--- src/rtl/uart_pkg.sv ---
// Shared definitions for the UART baud generator: rate encodings, baud table,
// half-period computation and the per-channel state type.
package uart_pkg;

    typedef enum logic [2:0] {
        BAUD_9600   = 3'b000,
        BAUD_19200  = 3'b001,
        BAUD_38400  = 3'b010,
        BAUD_57600  = 3'b011,
        BAUD_115200 = 3'b100
    } baud_sel_e;

    localparam int unsigned NUM_RATES = 5;
    localparam int unsigned BAUD_RATE [NUM_RATES] = '{9600, 19200, 38400, 57600, 115200};

    typedef enum logic [1:0] {
        ST_IDLE = 2'd0,
        ST_LOW  = 2'd1,
        ST_HIGH = 2'd2
    } chan_state_e;

    // Unsupported selects fall back to the 9600 entry.
    function automatic int unsigned rate_index(input logic [2:0] sel);
        int unsigned idx;
        idx = 32'(sel);
        if (idx >= NUM_RATES) begin
            idx = 0;
        end
        return idx;
    endfunction

    function automatic logic [15:0] half_period(input int unsigned clk_freq,
                                                input logic [2:0] sel);
        int unsigned baud;
        baud = BAUD_RATE[rate_index(sel)];
        return 16'(clk_freq / (2 * baud));
    endfunction

endpackage

--- src/rtl/uart_baud_channel.sv ---
// One baud clock channel: IDLE/LOW/HIGH FSM producing a registered bit clock
// that idles high and always completes a started period.
module uart_baud_channel
    import uart_pkg::*;
#(
    parameter int unsigned CLK_FREQ = 100000000
) (
    input  logic       clk,
    input  logic       rst,
    input  logic [2:0] baud_sel,
    input  logic       enable,
    output logic       clk_uart,
    output logic       busy
);

    localparam logic [15:0] H_TAB [NUM_RATES] = '{
        half_period(CLK_FREQ, BAUD_9600),
        half_period(CLK_FREQ, BAUD_19200),
        half_period(CLK_FREQ, BAUD_38400),
        half_period(CLK_FREQ, BAUD_57600),
        half_period(CLK_FREQ, BAUD_115200)
    };

    function automatic logic [15:0] reload(input logic [2:0] sel);
        return H_TAB[rate_index(sel)] - 16'd1;
    endfunction

    chan_state_e state_q, state_d;
    logic [15:0] count_q, count_d;
    logic [2:0]  rate_q, rate_d;
    logic        out_d, busy_d;

    always_ff @(posedge clk or posedge rst) begin
        if (rst) begin
            state_q  <= ST_IDLE;
            count_q  <= '0;
            rate_q   <= '0;
            clk_uart <= 1'b1;
            busy     <= 1'b0;
        end else begin
            state_q  <= state_d;
            count_q  <= count_d;
            rate_q   <= rate_d;
            clk_uart <= out_d;
            busy     <= busy_d;
        end
    end

    always_comb begin
        state_d = state_q;
        count_d = count_q;
        rate_d  = rate_q;
        case (state_q)
            ST_IDLE: begin
                // The first period uses the live select, which is also latched this edge.
                rate_d  = baud_sel;
                count_d = '0;
                if (enable) begin
                    state_d = ST_LOW;
                    count_d = reload(baud_sel);
                end
            end
            ST_LOW: begin
                if (count_q == '0) begin
                    state_d = ST_HIGH;
                    count_d = reload(rate_q);
                end else begin
                    count_d = count_q - 16'd1;
                end
            end
            ST_HIGH: begin
                if (count_q == '0) begin
                    if (enable) begin
                        state_d = ST_LOW;
                        count_d = reload(rate_q);
                    end else begin
                        state_d = ST_IDLE;
                        count_d = '0;
                    end
                end else begin
                    count_d = count_q - 16'd1;
                end
            end
            default: begin
                state_d = ST_IDLE;
                count_d = '0;
            end
        endcase
        out_d  = (state_d != ST_LOW);
        busy_d = (state_d != ST_IDLE);
    end

endmodule

--- src/rtl/uart_baud_gen.sv ---
// UART baud generator top: tx channel always present, rx channel only when
// UART_BAUD_GEN_RX_EN is defined (otherwise rx outputs are tied idle).
module uart_baud_gen #(
    parameter int unsigned CLK_FREQ = 100000000
) (
    input  logic       clk,
    input  logic       rst,
    input  logic [2:0] baud_sel,
    input  logic       uart_enable_tx,
    input  logic       uart_enable_rx,
    output logic       clk_uart_tx,
    output logic       clk_uart_rx,
    output logic       busy_tx,
    output logic       busy_rx
);

    uart_baud_channel #(.CLK_FREQ(CLK_FREQ)) u_tx (
        .clk      (clk),
        .rst      (rst),
        .baud_sel (baud_sel),
        .enable   (uart_enable_tx),
        .clk_uart (clk_uart_tx),
        .busy     (busy_tx)
    );

`ifdef UART_BAUD_GEN_RX_EN
    uart_baud_channel #(.CLK_FREQ(CLK_FREQ)) u_rx (
        .clk      (clk),
        .rst      (rst),
        .baud_sel (baud_sel),
        .enable   (uart_enable_rx),
        .clk_uart (clk_uart_rx),
        .busy     (busy_rx)
    );
`else
    logic unused_rx_enable;
    assign unused_rx_enable = uart_enable_rx;
    assign clk_uart_rx      = 1'b1;
    assign busy_rx          = 1'b0;
`endif

endmodule

--- config.mk ---
export PLATFORM = sky130hd
export DESIGN_NAME = uart_baud_gen
export DESIGN_NICKNAME = d
export VERILOG_FILES = /design/src/rtl/uart_pkg.sv /design/src/rtl/uart_baud_channel.sv /design/src/rtl/uart_baud_gen.sv
export SDC_FILE = /design/constraint.sdc
export NUM_CORES = 1
export LEC_CHECK = 0
export BUFFER_PORTS_ARGS = -buffer_cell sky130_fd_sc_hd__buf_4
export CAP_MARGIN = 20
export CELL_PAD_IN_SITES_DETAIL_PLACEMENT = 0
export CELL_PAD_IN_SITES_GLOBAL_PLACEMENT = 1
export CORE_ASPECT_RATIO = 1.4
export CORE_UTILIZATION = 50
export CTS_CLUSTER_DIAMETER = 150
export DETAILED_ROUTE_END_ITERATION = 10
export PLACE_DENSITY_LB_ADDON = 0.1
export SYNTH_ARGS = -nofsm -noshare
export SYNTH_HDL_FRONTEND = slang
export SYNTH_SLANG_ARGS = --single-unit
--- constraint.sdc ---
create_clock -name clk -period 4 [get_ports clk]
set_clock_uncertainty 0.2 [all_clocks]
set_input_delay 0.6 -clock clk [delete_from_list [all_inputs] [get_ports clk]]
set_output_delay 0.6 -clock clk [all_outputs]
set_load 0.005 [all_outputs]
==> results.json <==
{
  "status": "finished, final reports clean",
  "setup_violations": 0,
  "synth-seq-cells": 23,
  "numCtsBuffers": 3,
  "die_y_um": 68.5,
  "io_pins": 11,
  "r2r-end": "u_tx.count_q[7]",
  "first_global_vias": 1224,
  "hold_violations": 0,
  "p_leak_nw": 0.733,
  "grt_pass1_wl_mm": 5.40,
  "grt-ovfl-total": 0,
  "r2r-start": "u_tx.count_q[0]",
  "async_flop_share_pct": 100,
  "synthCells": 168,
  "crit_required_ns": 3.95,
  "crit_end": "u_tx.count_q[7]",
  "first_iter_violations": 19,
  "final_net_count": 195,
  "slew_headroom_pct": 40.5,
  "path_cells": "inv_1, ha_1, nor4b_2, nand4_4, o31ai_4, a311o_1, o21ai_0",
  "fin_crit_ns": 2.62,
  "slowest_stage": "o31ai_4",
  "first_pass_iters": 4,
  "worstSetupPathDepth": 7,
  "setup_tns_ns": 0,
  "r2r_slack_ns": 1.38,
  "hp-class": "input port to async pin",
  "use_met3_pct": 3.29,
  "die_w_um": 49.5,
  "antenna-diode-count": 0,
  "critPathMaxStageDelay_ns": 0.59,
  "cts_sinks": 23,
  "start_util_pct": 53.8,
  "clock_path_buffers": 2,
  "avgViaCountPerCell": 5.70,
  "synth_ff_type": "dfrtp_1",
  "postCtsSetupRepairBufs": 0,
  "area_growth_pct": 7.28,
  "syn_area_mm2": 0.00158,
  "gp_congestion": 0.820,
  "worstSetupEndpointType": "flip-flop",
  "grt_util_met1_pct": 24.8,
  "critPathTopFamily": "compound AO/OA/AOI/OAI gates",
  "fmax_mhz": 382,
  "slew_violations": 0,
  "grt.met2_usage_pct": 39.4,
  "cts-root-buf": "clkbuf_8",
  "clk_pin_slew_ns": 0.08,
  "cts_tree": "yes",
  "grt.total_usage_pct": 21.4,
  "wl_per_cell_um": 14.6,
  "dpl.hpwl_mm": 2.38,
  "critPathMaxFanout": 22,
  "yosysSeqAreaShare_pct": 36.5,
  "synth-edff-count": 0,
  "syn_area_per_cell_um2": 9.41,
  "drive_above_1_share_pct": 13.7,
  "dr_total_vias": 1208,
  "arrival_ns": 2.57,
  "worstMarginPinSlew_ns": 0.892,
  "ff2ff_path_depth": 7,
  "clock_latency_ns": 0.27,
  "synth.net_count": 187,
  "utilization_pct": 57.8,
  "critPathKind": "flip-flop to flip-flop",
  "yosys_warnings": 0,
  "finalWirelength_mm": 3.10,
  "antenna_found_initial": 0,
  "ir_drop_uv": 364,
  "crit_buf_inv": 1,
  "synth.area.top_cells": "dfrtp_1 35%, ha_1 9.5%, nor2_1 4.5%",
  "yosys.area.top_type": "dfrtp_1",
  "port_buffers": 7,
  "critPathLaunch": "u_tx.count_q[0]",
  "die_area_mm2": 0.00339,
  "stdcell_count": 212,
  "rows": 23,
  "final_antenna_net_count": 0,
  "startpoint_type": "flip-flop",
  "finalCritPeriodShare_pct": 65.5,
  "synth_top_area_share_pct": 34.8,
  "synth_cell_types": 42,
  "cts_resized": 0,
  "design.core.area_mm2": 0.00294,
  "grt_max_degree": 24,
  "placed_cells": 208,
  "grt_most_used_layer": "met2",
  "drcViolationCount": 0,
  "rsz0062_at_grt": "no",
  "h-tree-depth": 1,
  "cap_violations": 0,
  "power.density_mw_per_mm2": 639,
  "hold_buffers": 0
}
cell usage in the layout, fill, tap and decap left out, types with 2 or more instances in the layout:
cell / n
dfrtp_1: 22
nor2_1: 19
nand2_1: 14
ha_1: 12
a21oi_1: 11
buf_4: 9
nor3_1: 8
xnor2_1: 8
inv_1: 7
o21ai_0: 6
nand2b_1: 5
xor2_1: 5
nand3_1: 4
o22ai_1: 4
nor3b_1: 3
o32ai_1: 3
mux2_2: 3
clkbuf_8: 3
nor4_4: 2
or2_2: 2
a21o_1: 2
o21ai_1: 2
conb_1: 2
sequential cells by signal, summed over array words and instances, names as in the netlist:
name and cells:
u_tx.busy 1, u_tx.rate_q 3, u_tx.clk_uart 1, u_tx.count_q 16
u_tx.state_q 2
power by group:
group          leakage, nW  total, mW  switching (mW)  internal, mW
clock network       0.0228      0.144          0.0729        0.0712
logic                0.432      0.499           0.262         0.237
registers            0.278      0.440           0.114         0.326
how the worst min path moves through the flow:
stage	to	slack [ns]	cells after the start
floorplan	u_tx.rate_q[2]	0.30	1
global placement	u_tx.rate_q[2]	0.32	1
detailed placement	u_tx.rate_q[0]	0.33	1
CTS	u_tx.count_q[15]	0.35	2
global route	u_tx.clk_uart	0.36	2
finish	u_tx.count_q[15]	0.32	2
metal layers:
metal	vias to the layer above	part of all wire, %	wire (um)
li1	609	-	-
met1	566	44	1360
met2	25	51	1580
met3	8	2.4	75
met4	0	3.0	93
met5	-	0	0
per-stage QoR:
stage / total power, mW / hold WS [ns] / instance area, um^2 / setup WS, ns
final: 1.08 / 0.324 / 1700 / 1.38
after global routing: 1.18 / 0.361 / 1700 / 1.13
after CTS: 1.09 / 0.348 / 1700 / 1.38
after detailed placement: 0.942 / 0.328 / 1650 / 1.36
after global placement: 0.929 / 0.317 / 1650 / 1.43
after floorplan: 0.826 / 0.300 / 1580 / 1.93
kinds of logic (layout without fill, tap and decap cells):
logic type                 after synthesis  after routing  synth area share [%]
AOI/OAI and AO/OA                       37             37                  16.2
xor gates and xnor gates                13             13                  7.21
adders and majority gates               12             12                  9.50
buffers and inverters                   13             20                  4.43
DFF                                     23             23                  36.5
muxes                                    3              3                  2.14
other                                    2              2                 0.475
and+or+nand+nor                         65             65                  23.5
synthesized netlist by cell type (2+ instances only):
| cell type | number |
|---|---|
| nor4_4 | 2 |
| xnor2_1 | 8 |
| o22ai_1 | 4 |
| nand2_1 | 14 |
| o21ai_0 | 6 |
| mux2_2 | 3 |
| nor3b_1 | 3 |
| nor3_1 | 8 |
| dfrtp_1 | 22 |
| o32ai_1 | 3 |
| a21o_1 | 2 |
| inv_1 | 7 |
| conb_1 | 2 |
| ha_1 | 12 |
| xor2_1 | 5 |
| nand2b_1 | 5 |
| o21ai_1 | 2 |
| nor2_1 | 19 |
| a21oi_1 | 11 |
| nand3_1 | 4 |
| buf_4 | 3 |
| or2_2 | 2 |
| buf_2 | 2 |
cell type report:
type / instances / area, um^2
tap: 37 / 46.3
sequential: 23 / 577
clock buffer: 4 / 45.0
timing repair buffer: 9 / 67.6
inverter: 7 / 26.3
fill: 264 / 1240
multi-input combinational: 132 / 933
Note: power is estimated with default switching activity, not from simulation.
